===== config.mk =====
export PLATFORM = sky130hd
export DESIGN_NAME = dma_hold_arbiter_flat
export DESIGN_NICKNAME = d
export VERILOG_FILES = /design/src/rtl/dma_hold_arbiter_if.sv /design/src/rtl/dma_hold_arbiter.sv /design/src/flat_wrapper.sv
export SDC_FILE = /design/constraint.sdc
export NUM_CORES = 1
export LEC_CHECK = 0
export ABC_AREA = 1
export CAP_MARGIN = 10
export CORE_UTILIZATION = 45
export CTS_BUF_LIST = sky130_fd_sc_hd__clkbuf_8
export DETAILED_ROUTE_END_ITERATION = 8
export GPL_ROUTABILITY_DRIVEN = 0
export GPL_TIMING_DRIVEN = 0
export PLACE_DENSITY_LB_ADDON = 0.05
export SLEW_MARGIN = 10
export SYNTH_ARGS = -nofsm -noshare
export SYNTH_HDL_FRONTEND = slang
export SYNTH_SLANG_ARGS = --single-unit

===== constraint.sdc =====
create_clock -name clk -period 4.4 [get_ports clk]
set_input_delay 0.88 -clock clk [delete_from_list [all_inputs] [get_ports clk]]
set_output_delay 0.88 -clock clk [all_outputs]
set_load 0.01 [all_outputs]

===== src/rtl/dma_hold_arbiter_if.sv =====
// Bus-hold handshake bundle between the DMA hold arbiter, the coprocessor HOLD
// lines, the CPU memory stage and the external-bus mux.
interface dma_hold_arbiter_if #(
  parameter int N_REQ = 4
) ();
  logic [N_REQ-1:0] hold_req;
  logic [N_REQ-1:0] hold_ack;
  logic             cpu_mem_busy;
  logic             cpu_stall;
  logic             bus_owned;
  logic [2:0]       bus_sel;
  logic             timeout_irq;
  logic [2:0]       timeout_id;
  logic             timeout_clr;

  // Arbiter side
  modport master (
    input  hold_req, cpu_mem_busy, timeout_clr,
    output hold_ack, cpu_stall, bus_owned, bus_sel, timeout_irq, timeout_id
  );

  // Requester / CPU / mux side
  modport slave (
    output hold_req, cpu_mem_busy, timeout_clr,
    input  hold_ack, cpu_stall, bus_owned, bus_sel, timeout_irq, timeout_id
  );
endinterface


===== src/rtl/dma_hold_arbiter.sv =====
// Round-robin, non-preemptive HOLD/HOLD_ACK arbiter for the shared external bus.
// Stalls the CPU, drains its in-flight access, then grants; flags long tenures.
module dma_hold_arbiter #(
  parameter int N_REQ   = 4,
  parameter int TIMEOUT = 1024,
  parameter int CNT_W   = 11
) (
  input  logic                clk,
  input  logic                rst,
  dma_hold_arbiter_if.master  bus
);

  typedef enum logic [1:0] {IDLE, STALL, GRANT, RELEASE} state_t;

  localparam logic [3:0]       N4     = 4'(N_REQ);
  localparam logic [CNT_W-1:0] TO_MAX = CNT_W'(TIMEOUT);
  localparam logic [CNT_W-1:0] TO_M1  = CNT_W'(TIMEOUT - 1);
  localparam logic [CNT_W-1:0] ONE    = CNT_W'(1);

  state_t           state_q, state_d;
  logic [N_REQ-1:0] hold_ack_q, hold_ack_d;
  logic             cpu_stall_q, cpu_stall_d;
  logic             bus_owned_q, bus_owned_d;
  logic [2:0]       bus_sel_q, bus_sel_d;
  logic [2:0]       rr_ptr_q, rr_ptr_d;
  logic [CNT_W-1:0] cnt_q, cnt_d;
  logic             timeout_irq_q, timeout_irq_d;
  logic [2:0]       timeout_id_q, timeout_id_d;

  logic [N_REQ-1:0] rot_req;
  logic [2:0]       rot_idx [N_REQ];
  logic [N_REQ-1:0] ack_sel;
  logic             owner_req;
  logic             win_found;
  logic [2:0]       win_idx;
  logic [3:0]       sel_inc;

  // rot_req[gi] is the request of the requester gi positions after rr_ptr
  for (genvar gi = 0; gi < N_REQ; gi++) begin : g_rot
    localparam logic [3:0] OFF = 4'(gi);
    logic [3:0] sum;
    assign sum         = {1'b0, rr_ptr_q} + OFF;
    assign rot_idx[gi] = (sum >= N4) ? 3'(sum - N4) : sum[2:0];

    always_comb begin
      rot_req[gi] = 1'b0;
      for (int j = 0; j < N_REQ; j++) begin
        if (rot_idx[gi] == 3'(j)) rot_req[gi] = bus.hold_req[j];
      end
    end

    assign ack_sel[gi] = (bus_sel_q == 3'(gi));
  end

  // Lowest rotated offset wins
  always_comb begin
    win_found = 1'b0;
    win_idx   = 3'd0;
    for (int i = N_REQ - 1; i >= 0; i--) begin
      if (rot_req[i]) begin
        win_found = 1'b1;
        win_idx   = rot_idx[i];
      end
    end
  end

  always_comb begin
    owner_req = 1'b0;
    for (int i = 0; i < N_REQ; i++) begin
      if (bus_sel_q == 3'(i)) owner_req = bus.hold_req[i];
    end
  end

  assign sel_inc = {1'b0, bus_sel_q} + 4'd1;

  always_comb begin
    state_d       = state_q;
    hold_ack_d    = hold_ack_q;
    cpu_stall_d   = cpu_stall_q;
    bus_owned_d   = bus_owned_q;
    bus_sel_d     = bus_sel_q;
    rr_ptr_d      = rr_ptr_q;
    cnt_d         = cnt_q;
    timeout_irq_d = timeout_irq_q;
    timeout_id_d  = timeout_id_q;

    // Clear first so a same-cycle set below overrides it
    if (bus.timeout_clr) timeout_irq_d = 1'b0;

    case (state_q)
      IDLE: begin
        if (win_found) begin
          state_d     = STALL;
          bus_sel_d   = win_idx;
          cpu_stall_d = 1'b1;
        end
      end
      STALL: begin
        if (!owner_req) begin
          state_d     = RELEASE;
          cpu_stall_d = 1'b0;
        end else if (!bus.cpu_mem_busy) begin
          state_d     = GRANT;
          hold_ack_d  = ack_sel;
          bus_owned_d = 1'b1;
          cnt_d       = '0;
        end
      end
      GRANT: begin
        // Ack drops on the same edge that sees the request fall
        if (!owner_req) begin
          state_d     = RELEASE;
          hold_ack_d  = '0;
          bus_owned_d = 1'b0;
          cpu_stall_d = 1'b0;
        end else begin
          if (cnt_q != TO_MAX) cnt_d = cnt_q + ONE;
          if (cnt_q == TO_M1) begin
            timeout_irq_d = 1'b1;
            timeout_id_d  = bus_sel_q;
          end
        end
      end
      RELEASE: begin
        hold_ack_d  = '0;
        bus_owned_d = 1'b0;
        cpu_stall_d = 1'b0;
        rr_ptr_d    = (sel_inc == N4) ? 3'd0 : sel_inc[2:0];
        state_d     = IDLE;
      end
      default: state_d = IDLE;
    endcase
  end

  always_ff @(posedge clk) begin
    if (rst) begin
      state_q       <= IDLE;
      hold_ack_q    <= '0;
      cpu_stall_q   <= 1'b0;
      bus_owned_q   <= 1'b0;
      bus_sel_q     <= 3'd0;
      rr_ptr_q      <= 3'd0;
      cnt_q         <= '0;
      timeout_irq_q <= 1'b0;
      timeout_id_q  <= 3'd0;
    end else begin
      state_q       <= state_d;
      hold_ack_q    <= hold_ack_d;
      cpu_stall_q   <= cpu_stall_d;
      bus_owned_q   <= bus_owned_d;
      bus_sel_q     <= bus_sel_d;
      rr_ptr_q      <= rr_ptr_d;
      cnt_q         <= cnt_d;
      timeout_irq_q <= timeout_irq_d;
      timeout_id_q  <= timeout_id_d;
    end
  end

  assign bus.hold_ack    = hold_ack_q;
  assign bus.cpu_stall   = cpu_stall_q;
  assign bus.bus_owned   = bus_owned_q;
  assign bus.bus_sel     = bus_sel_q;
  assign bus.timeout_irq = timeout_irq_q;
  assign bus.timeout_id  = timeout_id_q;

endmodule


===== src/flat_wrapper.sv =====
// flat-port wrapper written by rule: the top's interface ports become plain ports
module dma_hold_arbiter_flat 
#(
  parameter int N_REQ   = 4,
  parameter int TIMEOUT = 1024,
  parameter int CNT_W   = 11
)
  (clk, rst, bus_hold_req, bus_cpu_mem_busy, bus_timeout_clr, bus_hold_ack, bus_cpu_stall, bus_bus_owned, bus_bus_sel, bus_timeout_irq, bus_timeout_id);
  dma_hold_arbiter_if #(.N_REQ(N_REQ)) bus_i ();
  input  logic clk;
  input  logic rst;
  input wire logic [$bits(bus_i.hold_req)-1:0] bus_hold_req;
  input wire logic [$bits(bus_i.cpu_mem_busy)-1:0] bus_cpu_mem_busy;
  input wire logic [$bits(bus_i.timeout_clr)-1:0] bus_timeout_clr;
  output wire logic [$bits(bus_i.hold_ack)-1:0] bus_hold_ack;
  output wire logic [$bits(bus_i.cpu_stall)-1:0] bus_cpu_stall;
  output wire logic [$bits(bus_i.bus_owned)-1:0] bus_bus_owned;
  output wire logic [$bits(bus_i.bus_sel)-1:0] bus_bus_sel;
  output wire logic [$bits(bus_i.timeout_irq)-1:0] bus_timeout_irq;
  output wire logic [$bits(bus_i.timeout_id)-1:0] bus_timeout_id;
  assign bus_i.hold_req = bus_hold_req;
  assign bus_i.cpu_mem_busy = bus_cpu_mem_busy;
  assign bus_i.timeout_clr = bus_timeout_clr;
  assign bus_hold_ack = bus_i.hold_ack;
  assign bus_cpu_stall = bus_i.cpu_stall;
  assign bus_bus_owned = bus_i.bus_owned;
  assign bus_bus_sel = bus_i.bus_sel;
  assign bus_timeout_irq = bus_i.timeout_irq;
  assign bus_timeout_id = bus_i.timeout_id;
  dma_hold_arbiter #(.N_REQ(N_REQ), .TIMEOUT(TIMEOUT), .CNT_W(CNT_W)) u_core (.clk(clk), .rst(rst), .bus(bus_i));
endmodule

==> summary.txt <==
Timing
  – Final-report setup violation count: 0
  – RSZ-0062 raised after global routing: false
  – Slew HR: around three fifths
  – F_max: between 0.4 and 0.5 GHz
  – Setup TNS: 0 ns
  – Tcrit/Tclk final: 51.3%
  – Final Skew: 0.00380 ns
  – Max-slew violation count: 0
  – Worst Tran Pin Value: between 0.5 and 0.6 ns
  – Hold Vio Cnt, Final: 0
  – Hold Slack: approximately 0.45 ns
  – Minimum clock period: approximately 2.3 ns

Die
  – Ports: 21
  – Die ar.: slightly above 0.005 mm^2
  – Die Y: 71.7 um
  – Chip Width: slightly above 70 um
  – Initial core utilization: 48.5%
  – Area of the core: ~0.0045 mm^2
  – FP Rows: 24

Synth
  – Cell accounting for the most synthesized area: dfxtp_1
  – Yosys cell types: 34
  – Main flop type after synthesis: dfxtp_1
  – Syn nets: between 300 and 400
  – Yosys warns: 0
  – Top cells by area, synth: dfxtp_1, nand2_1, ha_1
  – Register area share after synthesis: around a quarter
  – Mapped Avg Cell Area: just under 7 um^2
  – Synth Register Bits: 29
  – Synthesized instance count: about 320
  – EDFF count, synth: 0
  – Area of the mapped netlist: 0.00218 mm^2
  – Ys async rst share: 0%
  – Yosys top cell area share: roughly a quarter

Final layout
  – Commonest non-fill, non-tap cell in the layout: nand2_1
  – Multi-input logic area: ~0.0014 mm^2
  – Register area: 581 um^2
  – P&R area growth vs syn: 15.9%
  – Design area: around 0.0025 mm^2
  – Post-route non-filler standard cell count: just over 400
  – Number of fill cells: 451
  – Most frequent cells in the layout: nand2_1, inv_1, dfxtp_1
  – Layout cells sized above 1: ~15%
  – Diodes inserted: 0
  – Nets: 377
  – Post-layout util: between 50% and 60%

Clocking
  – CTS resizes: 0
  – Max clock buf depth: 2
  – Clock-pin slew on the worst setup and hold paths: about 0.07 ns
  – H-tree levels: 2
  – Root Buffer Master: clkbuf_8
  – TritonCTS buffer count: 5
  – Clock Latency Late Sink: 0.29 ns
  – Setup Buffers After CTS: 0
  – CTS Hold Bufs: 0
  – CTS tree: done
  – CTS sink cnt: 29

Routing
  – DR vias: roughly 2000
  – Detailed-route DRC error count: 0
  – WL final: a little under 5000 um
  – Final ANT Viol Nets: 0
  – DR vias/cell: 5.09
  – Routed len/inst: 12.3 um
  – Iteration-0 DRC Markers: 95
  – Pre-antenna DRT Iters: 4

Critical path
  – Critical Path Start Type: input port
  – Crit. End Element: flip-flop
  – Worst setup path class: input port to flip-flop
  – Crit-path max FO: 5
  – Worst EP required: between 4 and 5 ns
  – Critical Path AT: roughly 2.4 ns
  – Crit-path cells: clkdlybuf4s50_1, a21oi_1, nand2_1, nand2_1, nand2_1, nor2_2, nand3_2, nand2_2, a21oi_1, and2_1
  – Critical Path Slowest Stage Cell: clkdlybuf4s50_1
  – CP most frequent cell: nand2_1
  – Crit-path max cell delay: roughly 0.52 ns

Hold path
  – Min-delay worst type: flip-flop to flip-flop

Status
  – Status: finished clean

Placed design
  – Post-DP Area: 0.00245 mm^2
  – Placed insts: a little under 400
  – Hpwl dp: about 3800 um
  – Port Buffers: 20

GRT
  – First-pass GRT wire length: 8690 um
  – Largest net degree at the start of global routing: 11
  – Congestion Overflow GR: 0
  – Vias in the first global route: 1975
  – GR Util All Layers: a little over a fifth
  – Initial antenna violation count: 0

Power and ir drop
  – Leak pwr: 1.09 nW
  – Maximum VDD drop: roughly 0.23 mV
  – Pwr dens: 507 mW/mm^2

Run
  – MaxCap Viol Count: 0
==> power by group <==
group	switching [W]	internal [W]	leakage [nW]
Combinational	0.000447	0.000260	0.801
Clock	0.000107	0.000107	0.0491
Sequential	0.0000518	0.000311	0.236
Total	0.000606	0.000678	1.09
==> worst max-delay path, delay by kind of cell <==
kind	cells	cell delay [ns]
AO/OA/AOI/OAI	2	0.24
AND/OR/NAND/NOR	7	0.80
buffers and inverters	1	0.52
==> Yosys cell counts (2+ instances only) <==
cell type	instances
a21oi_1	26
a21oi_2	8
buf_2	2
clkinv_1	2
dfxtp_1	29
ha_1	19
inv_1	37
inv_2	6
nand2_1	83
nand2_2	13
nand2_4	2
nand3_1	18
nand3_2	4
nand4_1	11
nor2_1	28
nor3_1	4
nor3_2	2
o21ai_0	8
o21ai_2	2
xor2_1	5
==> final cells by class <==
class | count | share of cell area [%]
multi-input cells | 244 | 55.4
clock inverters | 3 | 0.543
plain buffers | 4 | 0.988
flip-flops and latches | 29 | 22.9
well taps | 52 | 2.57
inverters | 46 | 6.92
clock buffers | 5 | 2.72
repair buffers | 20 | 7.91
==> flip-flops by register name, summed over array words and instances (netlist names) <==
register                cells
u_core.cnt_q               11
u_core.bus.hold_ack         4
u_core.bus.bus_owned        1
u_core.rr_ptr_q             3
u_core.bus.timeout_id       3
u_core.bus.timeout_irq      1
u_core.bus.cpu_stall        1
u_core.state_q              2
u_core.bus.bus_sel          3
==> logic make-up after synthesis <==
logic type | share of synthesized area, %
and+or+nand+nor | 38.1
buffers and inverters | 9.16
AOI/OAI and AO/OA | 13.2
adders and majority gates | 10.9
DFF | 26.6
xor gates and xnor gates | 2.00
==> stage by stage <==
stage          total power (W)  worst slack (ns)
2_1_floorplan         0.000883              2.58
6_report               0.00128              2.14
3_5_place_dp           0.00108              1.86
3_3_place_gp           0.00107              1.86
5_1_grt                0.00140              1.96
4_1_cts                0.00130              2.16
==> path summary, 6_finish.rpt <==
kind,start,to,slack [ns],cells after the start
worst max register to register,u_core.rr_ptr_q[1],u_core.bus.bus_sel[1],2.30,11
worst min register to register,u_core.bus.cpu_stall,u_core.bus.cpu_stall,0.45,2
worst max-delay path,bus_hold_req[1],u_core.bus.bus_sel[1],2.14,10
worst min-delay path,u_core.bus.cpu_stall,u_core.bus.cpu_stall,0.45,2
==> layer usage <==
metal	track usage, %	vias up	share of wire [%]
met3	4.22	9	2.6
met5	0	-	0
met4	9.80	0	1.9
met1	26.5	918	47
met2	36.8	31	48
li1	-	1092	-
(Power assumes the default switching activity.)
